## config.mk

```make
export PLATFORM = sky130hd
export DESIGN_NAME = tissue_loader
export DESIGN_NICKNAME = d
export VERILOG_FILES = /design/src/rtl/tissue_pkg.sv /design/src/rtl/tissue_loader_seed_gen.sv /design/src/rtl/tissue_loader.sv
export SDC_FILE = /design/constraint.sdc
export NUM_CORES = 2
export LEC_CHECK = 0
export ABC_CLOCK_PERIOD_IN_PS = 2450
export BUFFER_PORTS_ARGS = -buffer_cell sky130_fd_sc_hd__buf_2
export CAP_MARGIN = 20
export CORE_AREA = 2 2 458 460
export DETAILED_ROUTE_END_ITERATION = 10
export DIE_AREA = 0 0 460 462
export GPL_ROUTABILITY_DRIVEN = 0
export RECOVER_POWER = 50
export SLEW_MARGIN = 10
export SYNTH_ARGS = -nofsm -noshare
export SYNTH_HDL_FRONTEND = slang
export SYNTH_SLANG_ARGS = --single-unit
```

## constraint.sdc

```tcl
create_clock -name clk -period 2.45 [get_ports clk]
set_input_delay 0.245 -clock clk [delete_from_list [all_inputs] [get_ports clk]]
set_output_delay 0.245 -clock clk [all_outputs]
set_load 0.02 [all_outputs]
```

## src/rtl/tissue_pkg.sv

```systemverilog
// Shared types and constants for the tissue loader.
// Holds the FSM encoding and the Weyl seed stride.
package tissue_pkg;

  typedef enum logic [2:0] {
    S_IDLE,
    S_FILL,
    S_SHIFT,
    S_RUN,
    S_DONE
  } state_t;

  // Golden-ratio bits; the top W bits give an odd Weyl stride.
  localparam logic [63:0] GOLDEN = 64'h9E3779B97F4A7C15;

  localparam logic [15:0] SEED_STRIDE = 16'h9E37;
  localparam int SEED_ZERO_SUB = 1;

endpackage

```

## src/rtl/tissue_loader_seed_gen.sv

```systemverilog
// Weyl-sequence seed accumulator for per-cell LFSR seeds.
// A zero sum is replaced so no cell LFSR locks up.
module seed_gen
  import tissue_pkg::*;
#(
  parameter int W = 16
) (
  input  logic         clk,
  input  logic         rst,
  input  logic         load,
  input  logic [W-1:0] cfg_seed,
  input  logic         step,
  output logic [W-1:0] seed
);

  localparam logic [W-1:0] STRIDE =
    (W == 16) ? W'(SEED_STRIDE) : (GOLDEN[63 -: W] | W'(1));

  logic [W-1:0] acc;

  // Accumulator: load base seed, then add stride per shift cycle.
  always_ff @(posedge clk or negedge rst) begin
    if (!rst) begin
      acc <= '0;
    end else if (load) begin
      acc <= cfg_seed;
    end else if (step) begin
      acc <= acc + STRIDE;
    end
  end

  assign seed = (acc == '0) ? W'(SEED_ZERO_SUB) : acc;

endmodule

```

## src/rtl/tissue_loader.sv

```systemverilog
// Buffers the host tissue image and bursts it into the
// tissue init chain with config and per-cell seeds.
module tissue_loader
  import tissue_pkg::*;
#(
  parameter int TISSUE_WIDTH   = 90,
  parameter int TISSUE_HEIGHT  = 3,
  parameter int NUM_STATUS     = 8,
  parameter int RANDOMIZED_LEN = 2,
  localparam int N  = TISSUE_WIDTH * TISSUE_HEIGHT,
  localparam int T  = 2 ** (NUM_STATUS + 1),
  localparam int W  = RANDOMIZED_LEN * 8,
  localparam int CW = $clog2(N + 1)
) (
  input  logic         clk,
  input  logic         rst,
  input  logic         start,
  input  logic         abort,
  input  logic [W-1:0] cfg_chance,
  input  logic [T-1:0] cfg_logic,
  input  logic [W-1:0] cfg_seed,
  input  logic [32:0]  cfg_steps,
  input  logic         s_valid,
  input  logic         s_data,
  output logic         s_ready,
  output logic         tis_rst,
  output logic         tis_init,
  output logic         tis_status,
  output logic [W-1:0] tis_chance,
  output logic [T-1:0] tis_logic,
  output logic [W-1:0] tis_seed,
  output logic [32:0]  tis_steps,
  input  logic         tis_done,
  output logic         busy,
  output logic         finished
);

  state_t        state;
  state_t        state_nx;
  logic [CW-1:0] cnt;
  logic [N-1:0]  cell_buf;
  logic [W-1:0]  seed;
  logic          start_ok;
  logic          beat;
  logic          last_beat;
  logic          shift_last;
  logic          seed_load;
  logic          seed_step;

  assign start_ok   = start && (state == S_IDLE || state == S_DONE);
  assign beat       = s_valid && s_ready;
  assign last_beat  = beat && (cnt == CW'(N - 1));
  assign shift_last = (state == S_SHIFT) && (cnt == CW'(N - 1));
  assign seed_load  = start_ok && !abort;
  assign seed_step  = !abort &&
                      (last_beat || (state == S_SHIFT && !shift_last));

  seed_gen #(
    .W(W)
  ) u_seed (
    .clk     (clk),
    .rst     (rst),
    .load    (seed_load),
    .cfg_seed(cfg_seed),
    .step    (seed_step),
    .seed    (seed)
  );

  // State register.
  always_ff @(posedge clk or negedge rst) begin
    if (!rst) begin
      state <= S_IDLE;
    end else begin
      state <= state_nx;
    end
  end

  // Next state; abort overrides everything, including start.
  always_comb begin
    state_nx = state;
    unique case (state)
      S_IDLE, S_DONE: if (start) state_nx = S_FILL;
      S_FILL:         if (last_beat) state_nx = S_SHIFT;
      S_SHIFT:        if (shift_last) state_nx = S_RUN;
      S_RUN:          if (tis_done) state_nx = S_DONE;
      default:        state_nx = S_IDLE;
    endcase
    if (abort) state_nx = S_IDLE;
  end

  // Registered outputs, counter, config latch and chain driver.
  always_ff @(posedge clk or negedge rst) begin
    if (!rst) begin
      s_ready    <= 1'b0;
      tis_rst    <= 1'b1;
      tis_init   <= 1'b0;
      busy       <= 1'b0;
      finished   <= 1'b0;
      tis_status <= 1'b0;
      tis_seed   <= '0;
      tis_chance <= '0;
      tis_logic  <= '0;
      tis_steps  <= '0;
      cnt        <= '0;
    end else begin
      s_ready  <= (state_nx == S_FILL);
      tis_init <= (state_nx == S_SHIFT);
      tis_rst  <= (state_nx == S_IDLE);
      busy     <= (state_nx != S_IDLE) && (state_nx != S_DONE);
      finished <= (state_nx == S_DONE);
      if (abort) begin
        cnt <= '0;
      end else if (start_ok) begin
        tis_chance <= cfg_chance;
        tis_logic  <= cfg_logic;
        tis_steps  <= cfg_steps;
        cnt        <= '0;
      end else if (beat) begin
        if (last_beat) begin
          cnt        <= '0;
          tis_status <= s_data;
          tis_seed   <= seed;
        end else begin
          cnt <= cnt + CW'(1);
        end
      end else if (state == S_SHIFT) begin
        if (shift_last) begin
          cnt        <= '0;
          tis_status <= 1'b0;
        end else begin
          cnt        <= cnt + CW'(1);
          tis_status <= cell_buf[N-2];
          tis_seed   <= seed;
        end
      end
    end
  end

  // Image buffer: filled by index, drained MSB-first by shifting.
  always_ff @(posedge clk) begin
    if (beat) begin
      cell_buf[cnt] <= s_data;
    end else if (state == S_SHIFT) begin
      cell_buf <= {cell_buf[N-2:0], 1'b0};
    end
  end

endmodule

```

# [Word level (Yosys, flattened, before mapping)]
# Index checks and enable logic that the tools add are counted.
[classes] addsub=2 mul=0 n_div=0 n_lt_le_gt_ge=2 eq_ne=11 shifts=0 muxes=28 n_bitwise=2 reduce_logical=24
[op_table] op="270-bit two-way mux" n=2
[op_table] op="270-bit bitwise mux" n=1
[op_table] op="16-bit two-way mux" n=7
[op_table] op="9-bit two-way mux" n=6
[op_table] op="16-bit adder (second input constant)" n=1
[op_table] op="16-bit logical NOT" n=1
[op_table] op="3-bit two-way mux" n=5
[op_table] op="3-bit one-hot mux with 4 select lines" n=1
[op_table] op="9-bit by 10-bit < comparator with 1-bit output (second input constant)" n=1
[op_table] op="9-bit by 1-bit adder with 9-bit output (second input constant)" n=1
[op_table] op="1-bit demux with 9-bit select" n=1
[op_table] op="3-bit by 2-bit equality test with 1-bit output (second input constant)" n=3
[op_table] op="9-bit equality test (second input constant)" n=1
[op_table] op="9-bit by 1-bit >= comparator with 1-bit output (second input constant)" n=1
[op_table] op="1-bit logical AND" n=9
[op_table] op="3-bit by 1-bit equality test with 1-bit output (second input constant)" n=2
[op_table] op="3-bit equality test (second input constant)" n=2
[op_table] op="3-bit logical NOT" n=2
[op_table] op="1-bit two-way mux" n=5
[op_table] op="5-bit AND reduction" n=1
[op_table] op="4-bit AND reduction" n=1
[op_table] op="2-bit nonzero test" n=2
[op_table] op="4-bit nonzero test" n=1
[op_table] op="3-bit inequality test (second input constant)" n=1
[op_table] op="8 further kinds" n=11
[word_totals] regBits=881 latch_bits=0 ram_bits=0 romBits=0 out_inout_bits=583 elab_cells=83 mem_count=0

# [Logic depth before layout (Yosys ltp)]
[logic_depth] depth_word=8 ltp_mapped=10 depth_no_buf=7

# [Modules after synthesis]
# Synthesis repeated with hierarchy kept, for this count alone.
[unflattened] cells_unflattened=2600 hier_area_um2=36568.8
[by_module_without_submodules] module="tissue_loader" instances=1 cells_each=2464 area_per_inst_um2=35440.2 seq_area_each_um2=22968.3
[by_module_without_submodules] module="seed_gen" instances=1 cells_each=136 area_per_inst_um2=1128.6 seq_area_each_um2=400.4

# [Worst setup path before layout]
# Ideal clock, no wire load.
[synth_path] path_kind="register to register" from="register cnt[1]" to="register u_seed.acc[8]" setup_ns=0.082 t_arrival_ns=2.059 t_required_ns=2.368 path_slack_ns=0.309 path_stages_with_launch=9 n_path_buf=1 cell_sequence="dfrtp_1 -> inv_1 -> ha_1 -> buf_4 -> and3_2 -> nand4_2 -> a21o_4 -> or4_1 -> a31oi_1"
[synth_via] elab_chain_len=7 word_cells_on_any_way=8 classes_between="1 x eq/ne; 7 x reduce/logical"
[synth_rtl] element="from (decl)" line="tissue_loader.sv:40" rtl="logic [CW-1:0] cnt;"
[synth_rtl] element="from (signal assigned)" line="tissue_loader.sv:124" rtl="cnt <= cnt + CW'(1);"
[synth_rtl] element="from (signal assigned)" line="tissue_loader.sv:131" rtl="cnt <= cnt + CW'(1);"
[synth_rtl] element="9-bit equality test *" line="tissue_loader.sv:52, tissue_loader.sv:53"
[synth_rtl] element="1-bit logical AND" line="tissue_loader.sv:53" rtl="assign shift_last = (state == S_SHIFT) && (cnt == CW'(N - 1));"
[synth_rtl] element="1-bit logical NOT" line="tissue_loader.sv:56" rtl="(last_beat || (state == S_SHIFT && !shift_last));"
[synth_rtl] element="1-bit logical AND" line="tissue_loader.sv:56"
[synth_rtl] element="1-bit logical OR *" line="tissue_loader.sv:56"
[synth_rtl] element="1-bit logical AND *" line="tissue_loader.sv:55" rtl="assign seed_step = !abort &&"
[synth_rtl] element="2-bit nonzero test (no source line) *"
[synth_rtl] element="to (signal assigned)" line="tissue_loader_seed_gen.sv:26" rtl="acc <= cfg_seed;"
[synth_rtl] element="to (signal assigned)" line="tissue_loader_seed_gen.sv:28" rtl="acc <= acc + STRIDE;"
[synth_rtl] element="to (decl)" line="tissue_loader_seed_gen.sv:19" rtl="logic [W-1:0] acc;"
# Every way passes the cells marked *; elsewhere a longest branch is shown, timed or not.
# A chain may end at the register's enable or synchronous reset.

==> summary.md <==
| Metric | Value |
|---|---|
| Outcome | finished with violations |
| Failing checks | max-capacitance violations, max-slew violations |
| Final setup violation count | 0 |
| DRT antenna net count | 0 |
| DR pass1 iterations | 6 |
| Starting DRT DRC Count | 3679 |
| Final Util | 26.3% |
| Filler cell count in the final layout | 22411 |
| Yosys reg bits | 880 |
| CTS buffer count | 102 |
| Worst Hold Class | in2reg |
| HPWL Detailed | 198 mm |
| Pwr per Cell Area | 799 mW/mm^2 |
| Met2 Resource Use GR | 34.0% |
| Worst-case vdd ir drop | 0.548 mV |
| Die Y | 462 um |
| Synth unique cells | 62 |
| NumNets Final | 6087 |
| Seq/Total Area, Yosys | 64.2% |
| Pin count of the biggest net entering global routing | 161 |
| Fmax achieved | 0.412 GHz |
| Share of cells above drive strength 1 | 17.5% |
| DRC violations left | 0 |
| GR Layer Usage met1 | 24.8% |
| Final worst path period share | 99.2% |
| CTS H-tree depth | 3 |
| GRT busiest layer | met2 |
| GR Layer Usage met3 | 9.27% |
| Post-Route Setup TNS | 0 ps |
| WP data arrival | 3300 ps |
| Period minus WS final | 2430 ps |
| Share of flip-flops with an asynchronous set or reset | 69.4% |
| Area grow syn2layout | 50.3% |
| Post-Syn Instances | 3761 |
| Max-cap violation count | 1 |
| Post-synthesis net count | 4350 |
| DR vias | 37014 |
| Max-slew headroom | -61.5% |
| RSZ-0062 raised after global routing | false |
| Post-synth EDFFs | 269 |
| Gr usage total | 21.8% |
| Crit Path Class | in2async |
| Clock sinks | 880 |
| Core Region | 0.208 sq mm |
| Row cnt | 168 |
| First-pass GRT wire length | 313 mm |
| Post-CTS Repair Setup Buffers | 0 |
| Pins Over Slew Limit | 8 |
| Clock-pin slew on the worst setup and hold paths | 60 ps |
| Fin Clk Skew | 80.8 ps |
| Latest clock arrival within the worst-skew pair | 790 ps |
| Die W | 460 um |
| Die area | 0.213 sq mm |
| Syn Area/Cell | 9.68 sq um |
| Antenna violations before repair | 141 |
| Vias in the first global route | 35605 |
| IO Pins | 1167 |
| CP Launch Type | input port |
| Effective utilization at floorplan | 17.5% |
| Hold Fails Final Rpt | 0 |
| Crit Path Max Fanout | 33 |
| Crit path capture type | asynchronous set/reset pin |
| TritonCTS clock tree | done |
| DR WL/cell | 28.8 um |
| Final Routed Wirelength | 241 mm |
| # resized after CTS | 0 |
| Overflow after GRT | 0 |
| Clk Tree Root Cell | clkbuf_16 |
| Top_reg_cell synth | dfrtp_1 |
| Cell Area, Synth | 0.0364 sq mm |
| PortBufs | 1166 |
| Leakage | 24.9 nW |
| CP required | 3320 ps |
| Clock Tree Buf Depth | 3 |
| DR vias/cell | 4.42 |
| Synth warn | 0 |
| Measured slew at the worst slew-check pin | 2420 ps |
-- power breakdown --
group          switching [W]  total (W)  leakage, nW  internal (W)
Combinational        0.00767     0.0103         13.3       0.00262
Clock                0.00681     0.0155         1.61       0.00865
Sequential           0.00111     0.0180         10.0        0.0168
Total                 0.0156     0.0437         24.9        0.0281
-- state kept, by name (all words and copies together), names as in the netlist --
| register | count |
|---|---|
| cell_buf | 269 |
| tis_steps | 33 |
| cnt | 9 |
| tis_chance | 16 |
| tis_rst | 1 |
| tis_logic | 512 |
| state | 3 |
| tis_seed | 16 |
| busy | 1 |
| s_ready | 1 |
| u_seed.acc | 16 |
| tis_init | 1 |
| finished | 1 |
| tis_status | 1 |
-- critical path, stage by stage --
cell           delay [ps]
dlygate4sd3_1         520
clkbuf_1             1710
buf_12                310
buf_2                 430
-- worst paths after layout --
path | startpoint | endpoint | slack [ps] | cells after the start
worst max-delay path | rst | tis_rst | 20 | 4
worst min-delay path | s_valid | tis_status | 190 | 4
worst max register to register | state[1] | tis_logic[501] | 30 | 7
worst min register to register | cell_buf[112] | cell_buf[113] | 470 | 2
max in group clk | state[1] | tis_logic[501] | 30 | 7
min in group asynchronous | rst | tis_chance[0] | 1670 | 3
-- metrics by stage --
step	instances	power (W)	area, sq um	worst slack (ps)	hold WS [ps]
5_1_grt	8358	0.0454	54700	12.1	157
3_5_place_dp	7528	0.0281	46100	243	189
3_3_place_gp	7528	0.0279	46100	245	187
6_report	8381	0.0437	54700	20.5	186
2_1_floorplan	3761	0.0220	36400	309	-50.6
4_1_cts	8300	0.0446	55300	189	57.1
-- final cells by class --
cell class,count,area (sq um),area share (%)
flip-flops and latches,880,23400,42.7
inverters,7,26.3,0.0480
clock inverters,41,513,0.937
multi-input cells,2587,11800,21.6
repair buffers,1920,12500,22.9
clock buffers,146,2840,5.19
well taps,2720,3400,6.22
diodes,80,200,0.366
-- per-layer routing --
layer | vias to the layer above | share of wire [%]
met1 | 18230 | 37
met2 | 2207 | 45
li1 | 15962 | -
met4 | 56 | 6.8
met3 | 559 | 12
met5 | - | 0.43
-- synth_stat cells, drive strengths merged (10+ instances only) --
cell type	count	area (sq um)
nand2	1811	6800
dfrtp	610	15300
o21ai	350	1750
edfxtp	269	8080
clkbuf	212	806
a22o	201	1760
buf	75	379
nor2	51	191
nand3	22	110
a21oi	18	90.1
mux2	14	158
nor3	10	50.1
or2	10	62.6
-- cells in the final DEF (no fill, tap or decap), drive strengths merged, types with 14 or more instances in the layout --
cell         count
buf            777
nand3           22
clkinv          32
nor2            51
dfrtp          610
o21ai          350
edfxtp         269
diode           80
mux2            14
nand2         1811
dlygate4sd3    584
clkbuf         705
a21oi           18
a22o           201
-- cells by family after synthesis --
logic type / share of synthesized area (%)
buffers and inverters: 3.33
muxes: 0.433
adders and majority gates: 0.172
and+or+nand+nor: 20.9
AOI/OAI and AO/OA: 10.7
xor gates and xnor gates: 0.265
DFF: 64.2
-- repair_timing --
item | 4_1_cts | 5_1_grt
setup endpoints to repair | 0 | 0
endpoints found under the hold margin | 1094 | 0
hold buffers | 585 | 0
Note: power is estimated with default switching activity, not from simulation.
